<file path="config.mk">
export PLATFORM = sky130hd
export DESIGN_NAME = fc_result_collector
export DESIGN_NICKNAME = d
export VERILOG_FILES = /design/src/rtl/fc_result_collector.sv
export SDC_FILE = /design/constraint.sdc
export NUM_CORES = 1
export LEC_CHECK = 0
export BUFFER_PORTS_ARGS = -buffer_cell sky130_fd_sc_hd__buf_4
export CELL_PAD_IN_SITES_DETAIL_PLACEMENT = 0
export CELL_PAD_IN_SITES_GLOBAL_PLACEMENT = 1
export CORE_ASPECT_RATIO = 0.75
export CORE_MARGIN = 5
export CORE_UTILIZATION = 45
export DETAILED_ROUTE_END_ITERATION = 10
export PLACE_DENSITY_LB_ADDON = 0.1
export SLEW_MARGIN = 30
export SYNTH_ARGS = -nofsm -noshare
export SYNTH_HDL_FRONTEND = slang
export SYNTH_SLANG_ARGS = --single-unit
</file>
<file path="constraint.sdc">
create_clock -name clk_i -period 7 [get_ports clk_i]
set_clock_uncertainty 0.15 [all_clocks]
set_input_delay 2.1 -clock clk_i [delete_from_list [all_inputs] [get_ports clk_i]]
set_output_delay 2.1 -clock clk_i [all_outputs]
set_load 0.1 [all_outputs]
</file>
<file path="src/rtl/fc_result_collector.sv">
// fc_result_collector: per-round argmax of the final FC layer score stream.
// Each closed round becomes an entry {round, class, score, err}. Entries are
// held in a small first-word-fall-through FIFO and drained over valid/ready.
module fc_result_collector #(
   parameter int DATA_W      = 36,
   parameter int NUM_CLASSES = 2,
   parameter int CLS_W       = 1,
   parameter int ROUNDS      = 43,
   parameter int FIFO_DEPTH  = 4
) (
   input  logic                     clk_i,
   input  logic                     rst_n_i,
   input  logic                     start_i,
   input  logic                     res_en_i,
   input  logic signed [DATA_W-1:0] res_data_i,
   input  logic                     round_done_i,
   output logic                     m_valid_o,
   input  logic                     m_ready_i,
   output logic [7:0]               m_round_o,
   output logic [CLS_W-1:0]         m_class_o,
   output logic signed [DATA_W-1:0] m_score_o,
   output logic                     m_err_o,
   output logic                     overflow_o,
   output logic                     session_done_o,
   output logic [7:0]               rounds_o
);

   localparam int CNT_W  = $clog2(NUM_CLASSES + 2);
   localparam int PTR_W  = (FIFO_DEPTH > 1) ? $clog2(FIFO_DEPTH) : 1;
   localparam int FCNT_W = $clog2(FIFO_DEPTH + 1);
   localparam logic [CNT_W-1:0]  CNT_MAX     = CNT_W'(NUM_CLASSES + 1);
   localparam logic [CNT_W-1:0]  CNT_EXP     = CNT_W'(NUM_CLASSES);
   localparam logic [7:0]        ROUNDS_LAST = 8'(ROUNDS - 1);
   localparam logic [FCNT_W-1:0] FIFO_FULL   = FCNT_W'(FIFO_DEPTH);

   typedef enum logic [1:0] {ST_IDLE, ST_COLLECT, ST_DONE} state_t;

   typedef struct packed {
      logic [7:0]        rnd;
      logic [CLS_W-1:0]  cls;
      logic [DATA_W-1:0] score;
      logic              err;
   } entry_t;

   // Word counter saturates one past the expected count so overruns stay flagged.
   function automatic logic [CNT_W-1:0] sat_inc(input logic [CNT_W-1:0] c);
      return (c >= CNT_MAX) ? CNT_MAX : c + CNT_W'(1);
   endfunction

   state_t                     state_q, state_d;
   logic                       collecting;
   logic [CNT_W-1:0]           word_cnt_q, word_cnt_d, word_cnt_m;
   logic [CLS_W-1:0]           best_idx_q, best_idx_m;
   logic signed [DATA_W-1:0]   best_score_q, best_score_m;
   logic [7:0]                 rounds_q, rounds_d;
   logic                       overflow_q, overflow_d;
   logic                       ent_vld_q, ent_vld_d;
   entry_t                     ent_q;
   entry_t                     mem_q [FIFO_DEPTH];
   entry_t                     head;
   logic [PTR_W-1:0]           wr_ptr_q, wr_ptr_d, rd_ptr_q, rd_ptr_d;
   logic [FCNT_W-1:0]          fcnt_q, fcnt_d;
   logic                       acc, close, pop, push_ok;

   assign acc     = collecting && res_en_i && !start_i;
   assign close   = collecting && round_done_i && !start_i;
   assign pop     = m_valid_o && m_ready_i && !start_i;
   assign push_ok = ent_vld_q && !start_i && ((fcnt_q != FIFO_FULL) || pop);

   // Session state register.
   always_ff @(posedge clk_i or negedge rst_n_i) begin
      if (!rst_n_i) state_q <= ST_IDLE;
      else          state_q <= state_d;
   end

   // Session next state: start restarts from anywhere; last round close ends it.
   always_comb begin
      state_d = state_q;
      if (start_i)                             state_d = ST_COLLECT;
      else if (close && rounds_q == ROUNDS_LAST) state_d = ST_DONE;
   end

   // Session outputs decoded from state.
   always_comb begin
      collecting     = (state_q == ST_COLLECT);
      session_done_o = (state_q == ST_DONE);
   end

   // Running argmax including the word arriving this cycle, so a close in the
   // same cycle as the last word sees it.
   always_comb begin
      word_cnt_m   = word_cnt_q;
      best_idx_m   = best_idx_q;
      best_score_m = best_score_q;
      if (acc) begin
         if (word_cnt_q < CNT_EXP &&
             (word_cnt_q == '0 || res_data_i > best_score_q)) begin
            best_idx_m   = CLS_W'(word_cnt_q);
            best_score_m = res_data_i;
         end
         word_cnt_m = sat_inc(word_cnt_q);
      end
   end

   // Next-state for counters, flags and FIFO pointers.
   always_comb begin
      word_cnt_d = word_cnt_q;
      rounds_d   = rounds_q;
      overflow_d = overflow_q;
      ent_vld_d  = close;
      wr_ptr_d   = wr_ptr_q;
      rd_ptr_d   = rd_ptr_q;
      fcnt_d     = fcnt_q;
      if (start_i) begin
         word_cnt_d = '0;
         rounds_d   = '0;
         overflow_d = 1'b0;
         wr_ptr_d   = '0;
         rd_ptr_d   = '0;
         fcnt_d     = '0;
      end else begin
         if (close) begin
            word_cnt_d = '0;
            rounds_d   = rounds_q + 8'd1;
         end else if (acc) begin
            word_cnt_d = word_cnt_m;
         end
         if (ent_vld_q && !push_ok) overflow_d = 1'b1;
         if (push_ok) wr_ptr_d = wr_ptr_q + PTR_W'(1);
         if (pop)     rd_ptr_d = rd_ptr_q + PTR_W'(1);
         case ({push_ok, pop})
            2'b10:   fcnt_d = fcnt_q + FCNT_W'(1);
            2'b01:   fcnt_d = fcnt_q - FCNT_W'(1);
            default: fcnt_d = fcnt_q;
         endcase
      end
   end

   // Control registers, cleared by the asynchronous reset.
   always_ff @(posedge clk_i or negedge rst_n_i) begin
      if (!rst_n_i) begin
         word_cnt_q <= '0;
         rounds_q   <= '0;
         overflow_q <= 1'b0;
         ent_vld_q  <= 1'b0;
         wr_ptr_q   <= '0;
         rd_ptr_q   <= '0;
         fcnt_q     <= '0;
      end else begin
         word_cnt_q <= word_cnt_d;
         rounds_q   <= rounds_d;
         overflow_q <= overflow_d;
         ent_vld_q  <= ent_vld_d;
         wr_ptr_q   <= wr_ptr_d;
         rd_ptr_q   <= rd_ptr_d;
         fcnt_q     <= fcnt_d;
      end
   end

   // Datapath registers: running best, registered entry, FIFO storage.
   always_ff @(posedge clk_i) begin
      if (start_i || close) begin
         best_idx_q   <= '0;
         best_score_q <= '0;
      end else if (acc) begin
         best_idx_q   <= best_idx_m;
         best_score_q <= best_score_m;
      end
      if (close) begin
         ent_q.rnd   <= rounds_q;
         ent_q.cls   <= best_idx_m;
         ent_q.score <= best_score_m;
         ent_q.err   <= (word_cnt_m != CNT_EXP);
      end
      if (push_ok) mem_q[wr_ptr_q] <= ent_q;
   end

   assign m_valid_o  = (fcnt_q != '0);
   assign overflow_o = overflow_q;
   assign rounds_o   = rounds_q;

   // Head entry presented only while valid, so idle outputs read as zero.
   always_comb begin
      head      = mem_q[rd_ptr_q];
      m_round_o = '0;
      m_class_o = '0;
      m_score_o = '0;
      m_err_o   = 1'b0;
      if (m_valid_o) begin
         m_round_o = head.rnd;
         m_class_o = head.cls;
         m_score_o = $signed(head.score);
         m_err_o   = head.err;
      end
   end

endmodule

</file>
==> load_flow_metrics.sql, run 1 <==
INSERT INTO impl_metrics (metric_group, metric, value, unit) VALUES
('worst_setup_path', 'path_cells', 'buf_4 -> mux4_2 -> and2_1 -> buf_4', ''),
('drt', 'detailedRoute.firstPassIterationCount', '5', ''),
('floorplan', 'fp-row-count', '52', ''),
('synth', 'ys_top_cells_by_count', 'edfxtp_1, nand3_1, nand2_1', ''),
('cts', 'postCtsHoldBufs', '0', ''),
('global_routing', 'largest_net_degree_at_the_start_of_global_routing', '50', ''),
('timing', 'max-slew-margin-rel', '39.2', '%'),
('cts', 'ctsLongestPathBuffers', '3', ''),
('floorplan', 'initial_utilization', '45.8', '%'),
('cts', 'clk_root_buffer_cell', 'clkbuf_16', ''),
('synth', 'postSynthCellCount', '849', ''),
('synth', 'synth_top_cell_area_share', '55.9', '%'),
('pwr', 'power.density', '271', 'nW/µm²'),
('worst_setup_path', 'ff2ff_path_depth', '8', ''),
('global_routing', 'overflow', '0', ''),
('synth', 'synth_largest_area_cell', 'edfxtp_1', ''),
('worst_setup_path', 'reg2reg_setup_slack', '3.75', 'ns'),
('worst_setup_path', 'critical_path_buf_inv_count', '2', ''),
('final_layout', 'design_area', '14400', 'µm²'),
('cts', 'clock_sinks', '288', ''),
('synth', 'synth_cell_types', '47', ''),
('floorplan', 'chipWidth', '201', 'µm'),
('global_routing', 'first_global_vias', '7547', ''),
('global_routing', 'antenna_found_initial', '0', ''),
('worst_setup_path', 'rr_endpoint', 'best_score_q[26]', ''),
('drt', 'drt_wl_total', '27900', 'µm'),
('cts', 'cts-resized-gates', '0', ''),
('worst_setup_path', 'cp-endpoint', 'm_score_o[9]', ''),
('cts', 'postCtsSetupRepairBufs', '0', ''),
('timing', 'finalMaxSlewViolations', '0', ''),
('worst_setup_path', 'worstSetupPathType', 'register to primary output', ''),
('synth', 'post_synth_main_area_contributors', 'edfxtp_1, mux4_2, dfxtp_1', ''),
('floorplan', 'floorplan.die_area', '30900', 'µm²'),
('final_layout', 'fraction_of_layout_cells_with_a_size_suffix_above_1', '22.5', '%'),
('synth', 'synthesis.area', '12400', 'µm²'),
('drt', 'ant_nets', '0', ''),
('synth', 'avgSynthCellArea', '14.6', 'µm²'),
('cts', 'clock_tree.htree_level_count', '1', ''),
('placement', 'dpl_cell_area', '13500', 'µm²'),
('synth', 'share_of_synthesized_flip_flops_with_an_asynchronous_set_or_reset', '7.29', '%'),
('worst_setup_path', 'critPathTopFamily', 'flip-flops', ''),
('global_routing', 'grt_util_all_layers', '18.0', '%'),
('pwr', 'pwr-share-clk', '37.2', '%'),
('pwr', 'switching_share', '26.3', '%'),
('worst_setup_path', 'crit_path_start_kind', 'register', ''),
('pwr', 'static-leakage-power', '5.05', 'nW'),
('worst_setup_path', 'critical_path.reg2reg.startpoint', 'state_q[1]', ''),
('worst_setup_path', 'critical_path.max_fanout', '28', ''),
('pwr', 'internal-power', '0.00287', 'W'),
('synth', 'synth_edf_count', '230', ''),
('timing', 'fin_tns_setup', '0', 'ns'),
('status', 'outcome', 'completed', ''),
('pwr', 'worst_ir_drop_vdd', '0.184', 'mV'),
('run', 'cap_violations', '0', ''),
('synth', 'most_used_dff_post_synth', 'edfxtp_1', ''),
('drt', 'route.detailed.vias_per_inst', '5.62', ''),
('pwr', 'p_sw', '0.00102', 'W'),
('timing', 'final_period_minus_worst_setup_slack', '5.01', 'ns'),
('worst_setup_path', 'crit_required', '4.75', 'ns'),
('drt', 'number_of_remaining_drc_errors', '0', ''),
('timing', 'timing.final.hold_violations', '0', ''),
('cts', 'clock_insertion_delay_worst_skew', '0.55', 'ns'),
('floorplan', 'io_pins', '99', ''),
('cts', 'cts_tree', 'done', ''),
('worst_setup_path', 'crit_top_cell', 'buf_4', ''),
('final_layout', 'final_net_count', '1029', ''),
('final_layout', 'area_delta_synth_final', '16.1', '%'),
('global_routing', 'grt_pass1_wl', '43800', 'µm'),
('floorplan', 'die_h', '154', 'µm'),
('timing', 'finalCritPeriodShare', '71.5', '%'),
('drt', 'post_drt_wl_per_cell', '21.2', 'µm');
kinds of logic (layout without fill, tap and decap cells):
logic type / Yosys count / in the layout / share of synthesized area [%]
flip-flops: 288 / 288 / 66.1
AND/OR/NAND/NOR: 246 / 246 / 10.0
AO/OA/AOI/OAI: 123 / 123 / 6.94
buffers and inverters: 89 / 207 / 3.09
multiplexers: 48 / 48 / 8.55
adder cells (fa/ha/maj): 43 / 43 / 4.41
XOR/XNOR: 12 / 12 / 0.850
power groups by stage:
stage                     Sequential [W]  Combinational, W  Clock, W
after floorplan                  0.00196          0.000373         0
after global placement           0.00197          0.000499         0
after detailed placement         0.00197          0.000510         0
after CTS                        0.00194          0.000512   0.00147
after global routing             0.00194          0.000544   0.00155
final                            0.00194          0.000508   0.00145
worst register-to-register path: cells and delay by family (launching register included):
family,cells,cell delay (ns)
AOI/OAI and AO/OA,3,0.95
buffers and inverters,1,0.43
DFF,1,0.39
and+or+nand+nor,4,1.27
per-layer routing:
metal / GRT usage (%) / share of wire (%) / up-vias
li1: - / - / 3442
met1: 26.9 / 47 / 3699
met2: 28.4 / 46 / 236
met3: 2.99 / 5.6 / 36
met4: 3.25 / 1.4 / 0
met5: 0 / 0 / -
sequential cells by signal (all words and copies together) (netlist names):
register      flops
fcnt_q            3
ent_vld_q         1
word_cnt_q        2
wr_ptr_q          2
best_idx_q        1
rd_ptr_q          2
ent_q            46
overflow_o        1
best_score_q     36
rounds_o          8
state_q           2
mem_q           184
placed cells by master (no fill, tap or decap), drive strengths merged, types with 3 or more instances in the layout:
cell / n
nor3b: 3
a21o: 3
and2: 51
a21oi: 24
nor4: 3
nand3: 73
nand4: 10
o21ai: 7
ha: 42
a31oi: 34
a211oi: 4
clkbuf: 42
buf: 111
a2bb2oi: 4
mux4: 46
o211ai: 37
xor2: 7
nand2: 56
clkinv: 8
nor3: 5
dfxtp: 37
xnor2: 5
edfxtp: 230
or2: 3
nor2: 32
inv: 44
nor2b: 3
dfrtp: 21
per-stage QoR:
| step | util, % | worst slack (ns) | power (W) | cells | hold WS (ns) |
|---|---|---|---|---|---|
| global route | 53.2 | 1.79 | 0.00404 | 1318 | 0.353 |
| detailed placement | 49.8 | 1.74 | 0.00248 | 1264 | 0.335 |
| global placement | 49.7 | 1.79 | 0.00247 | 1263 | 0.315 |
| floorplan | - | 1.83 | 0.00233 | 849 | 0.309 |
| CTS | 53.1 | 1.90 | 0.00392 | 1318 | 0.334 |
| finish | 53.2 | 1.99 | 0.00389 | 1318 | 0.336 |
cell type report:
cell class,instances,area (µm²)
Timing Repair Buffer,111,853
Tap cell,351,439
Inverter,42,158
Sequential cell,288,8180
Fill cell,2210,12600
Multi-Input combinational cell,472,3830
Clock buffer,42,785
Clock inverter,12,104
worst min path at each step:
stage | start | to | cells past startpoint | slack [ns]
4_1_cts | ent_q[3] | mem_q[1][3] | 0 | 0.33
6_report | ent_q[3] | mem_q[1][3] | 0 | 0.34
5_1_grt | ent_q[3] | mem_q[1][3] | 0 | 0.35
2_1_floorplan | ent_q[0] | mem_q[0][0] | 0 | 0.31
3_5_place_dp | ent_q[4] | mem_q[0][4] | 0 | 0.34
3_3_place_gp | ent_q[42] | mem_q[1][42] | 0 | 0.32
No activity file was read; power rests on OpenSTA's default activity.
==> inputs of run 2 (changes only) <==
Clock period 7 ns to 4.4 ns, I/O delays scaled along.
==> load_flow_metrics.sql, run 2 (same netlist as run 1, synthesis figures left out) <==
INSERT INTO impl_metrics (metric_group, metric, value, unit) VALUES
('worst_setup_path', 'timing.critical_path.slowest_stage_cell', 'dfrtp_2', ''),
('floorplan', 'die_h', '154', 'µm'),
('timing', 'fin_tns_setup', '0', 'ns'),
('final_layout', 'final_core_utilization', '54.3', '%'),
('cts', 'clk_root_buffer_cell', 'clkbuf_16', ''),
('worst_setup_path', 'critPathTopFamily', 'flip-flops', ''),
('worst_setup_path', 'critical_path.reg2reg.startpoint', 'best_score_q[5]', ''),
('drt', 'drt_initial_violations', '588', ''),
('placement', 'gp_routability_congestion', '0.837', ''),
('worst_setup_path', 'critical_path.max_fanout', '14', ''),
('floorplan', 'io_pins', '99', ''),
('worst_setup_path', 'crit_required', '2.93', 'ns'),
('hold_path', 'min_to', 'overflow_o', ''),
('global_routing', 'overflow', '0', ''),
('timing', 'final-setup-viol-count', '0', ''),
('pwr', 'power.density', '451', 'nW/µm²'),
('cts', 'ctsLongestPathBuffers', '3', ''),
('final_layout', 'registers.top_by_ff_count', 'mem_q', ''),
('final_layout', 'largest_register_ff_count', '184', ''),
('floorplan', 'floorplan.die_area', '30900', 'µm²'),
('drt', 'detailedRoute.firstPassIterationCount', '5', ''),
('worst_setup_path', 'worst_path_largest_cell_delay', '0.76', 'ns'),
('final_layout', 'final_net_count', '1038', ''),
('global_routing', 'grt_pass1_wl', '43700', 'µm'),
('placement', 'port-buffer-count', '98', ''),
('cts', 'clock_sinks', '288', ''),
('worst_setup_path', 'path_cells', 'buf_4 -> mux4_2 -> and2_1 -> buf_4', ''),
('worst_setup_path', 'critical_path_buf_inv_count', '2', ''),
('floorplan', 'fp.coreArea', '27000', 'µm²'),
('floorplan', 'fp-row-count', '52', ''),
('hold_path', 'hold_start', 'overflow_o', ''),
('final_layout', 'largest_registers', 'mem_q (184), ent_q (46), best_score_q (36)', ''),
('timing', 'finalMaxSlewViolations', '0', ''),
('global_routing', 'antenna_found_initial', '0', ''),
('final_layout', 'fraction_of_layout_cells_with_a_size_suffix_above_1', '24.4', '%'),
('cts', 'clock_insertion_delay_worst_skew', '0.55', 'ns'),
('global_routing', 'largest_net_degree_at_the_start_of_global_routing', '50', ''),
('worst_setup_path', 'crit_top_cell', 'buf_4', ''),
('worst_setup_path', 'setup.worst_path.end_class', 'primary output', ''),
('status', 'outcome', 'completed', ''),
('cts', 'clock_buffer_count_from_cts', '28', ''),
('drt', 'drt_wl_total', '28300', 'µm'),
('drt', 'route.detailed.vias_per_inst', '5.64', ''),
('timing', 'timing.final.hold_violations', '0', ''),
('drt', 'ant_nets', '0', ''),
('cts', 'clock_tree.htree_level_count', '1', ''),
('cts', 'postCtsSetupRepairBufs', '0', ''),
('hold_path', 'hold_path_depth', '2', ''),
('final_layout', 'layout.cells.most_common_list', 'edfxtp_1, buf_4, nand3_1, nand2_1, and2_1', ''),
('run', 'cap_violations', '0', ''),
('cts', 'cts-resized-gates', '0', ''),
('timing', 'setup_repair_after_global_routing_missed_its_margin', 'false', ''),
('floorplan', 'chipWidth', '201', 'µm'),
('worst_setup_path', 'ff2ff_path_depth', '10', ''),
('cts', 'postCtsHoldBufs', '0', ''),
('global_routing', 'grt_util_all_layers', '18.1', '%'),
('worst_setup_path', 'timing.critical_path.depth', '4', ''),
('floorplan', 'initial_utilization', '45.8', '%'),
('timing', 'fmaxAchievable', '246', 'MHz'),
('timing', 'max-slew-margin-rel', '37.4', '%'),
('final_layout', 'area_delta_synth_final', '18.7', '%'),
('placement', 'detailed_place_hpwl', '18500', 'µm'),
('cts', 'clock_transition_time_at_the_flip_flop_clock_pins_of_the_worst_setup_and_hold_paths', '0.06', 'ns'),
('final_layout', 'mostFrequentLayoutCell', 'edfxtp_1', ''),
('pwr', 'worst_ir_drop_vdd', '0.280', 'mV'),
('cts', 'cts_tree', 'done', ''),
('timing', 'finalCritPeriodShare', '92.3', '%'),
('worst_setup_path', 'crit_path_start_kind', 'register', ''),
('global_routing', 'first_global_vias', '7593', ''),
('drt', 'vias', '7474', ''),
('final_layout', 'fillCellCount', '2200', ''),
('final_layout', 'diodes', '0', ''),
('drt', 'post_drt_wl_per_cell', '21.3', 'µm'),
('worst_setup_path', 'worstSetupPathType', 'register to primary output', ''),
('timing', 'actual_transition_at_the_worst_max_transition_pin', '0.939', 'ns'),
('worst_setup_path', 'rr_endpoint', 'best_score_q[7]', ''),
('worst_setup_path', 'worst-endpoint-arrival', '2.59', 'ns'),
('hold_path', 'worstHoldPathType', 'register to register', ''),
('timing', 'final_period_minus_worst_setup_slack', '4.06', 'ns'),
('pwr', 'static-leakage-power', '5.19', 'nW'),
('drt', 'number_of_remaining_drc_errors', '0', ''),
('worst_setup_path', 'reg2reg_setup_slack', '1.10', 'ns');
## run 2: changes by cell type in the layout (fill, tap and decap cells not counted), moves of 2 or more
cell | previous run | this run
clkbuf_8 | 1 | 5
buf_12 | 0 | 7
clkinv_4 | 0 | 2
clkbuf_1 | 12 | 3
bufinv_16 | 1 | 7
clkinv_1 | 2 | 0
clkinvlp_4 | 1 | 3
buf_4 | 110 | 114
clkinv_2 | 6 | 3
## run 2: worst max-delay path by stage
| stage | startpoint | to | slack [ns] |
|---|---|---|---|
| final | rd_ptr_q[0] | m_round_o[6] | 0.34 |
| after global routing | rd_ptr_q[0] | m_round_o[6] | 0.19 |
| after CTS | rd_ptr_q[0] | m_round_o[6] | 0.24 |
| after detailed placement | res_data_i[5] | ent_q[17] | 0.001 |
| after global placement | res_data_i[19] | best_score_q[20] | 0.12 |
| after floorplan | round_done_i | ent_q[0] | 0.009 |
## run 2: metrics by stage
step / total power (W) / setup WS (ns) / cells / instance area (µm²) / hold slack, ns
2_1_floorplan: 0.00371 / 0.00902 / 849 / 12400 / 0.309
3_3_place_gp: 0.00395 / 0.124 / 1274 / 13600 / 0.315
3_5_place_dp: 0.00397 / 0.00115 / 1274 / 13600 / 0.330
4_1_cts: 0.00667 / 0.241 / 1326 / 14700 / 0.345
5_1_grt: 0.00685 / 0.193 / 1326 / 14700 / 0.359
6_report: 0.00661 / 0.338 / 1326 / 14700 / 0.348
## run 2: cell type report
| class | count | area [µm²] | area share, % |
|---|---|---|---|
| clock inverter | 16 | 295 | 2.01 |
| tap | 351 | 439 | 2.99 |
| inverter | 42 | 158 | 1.07 |
| clock buffer | 36 | 781 | 5.32 |
| multi-input combinational | 472 | 3830 | 26.1 |
| sequential | 288 | 8180 | 55.7 |
| timing repair buffer | 121 | 996 | 6.79 |
## run 2: layer usage
metal | GRT usage (%) | share of wire (%) | vias to the layer above
li1 | - | - | 3453
met1 | 27.3 | 47 | 3748
met2 | 27.8 | 45 | 242
met3 | 3.45 | 6.6 | 31
met4 | 3.58 | 1.8 | 0
met5 | 0 | 0 | -
## run 2: worst reg2reg max path: stages (launching register included)
cell	delay, ns
dfxtp_1	0.35
inv_1	0.05
ha_1	0.28
a21oi_1	0.17
o21ai_0	0.13
a221oi_1	0.33
nor3b_1	0.52
o211a_2	0.56
buf_4	0.35
o211ai_1	0.15
a31oi_1	0.17
## run 2: where the power goes
part           internal [W]  leakage (nW)  switching, W
Combinational      0.000247          1.99      0.000584
Sequential          0.00302          2.69     0.0000580
Clock               0.00168         0.515       0.00103
Total               0.00494          5.19       0.00167
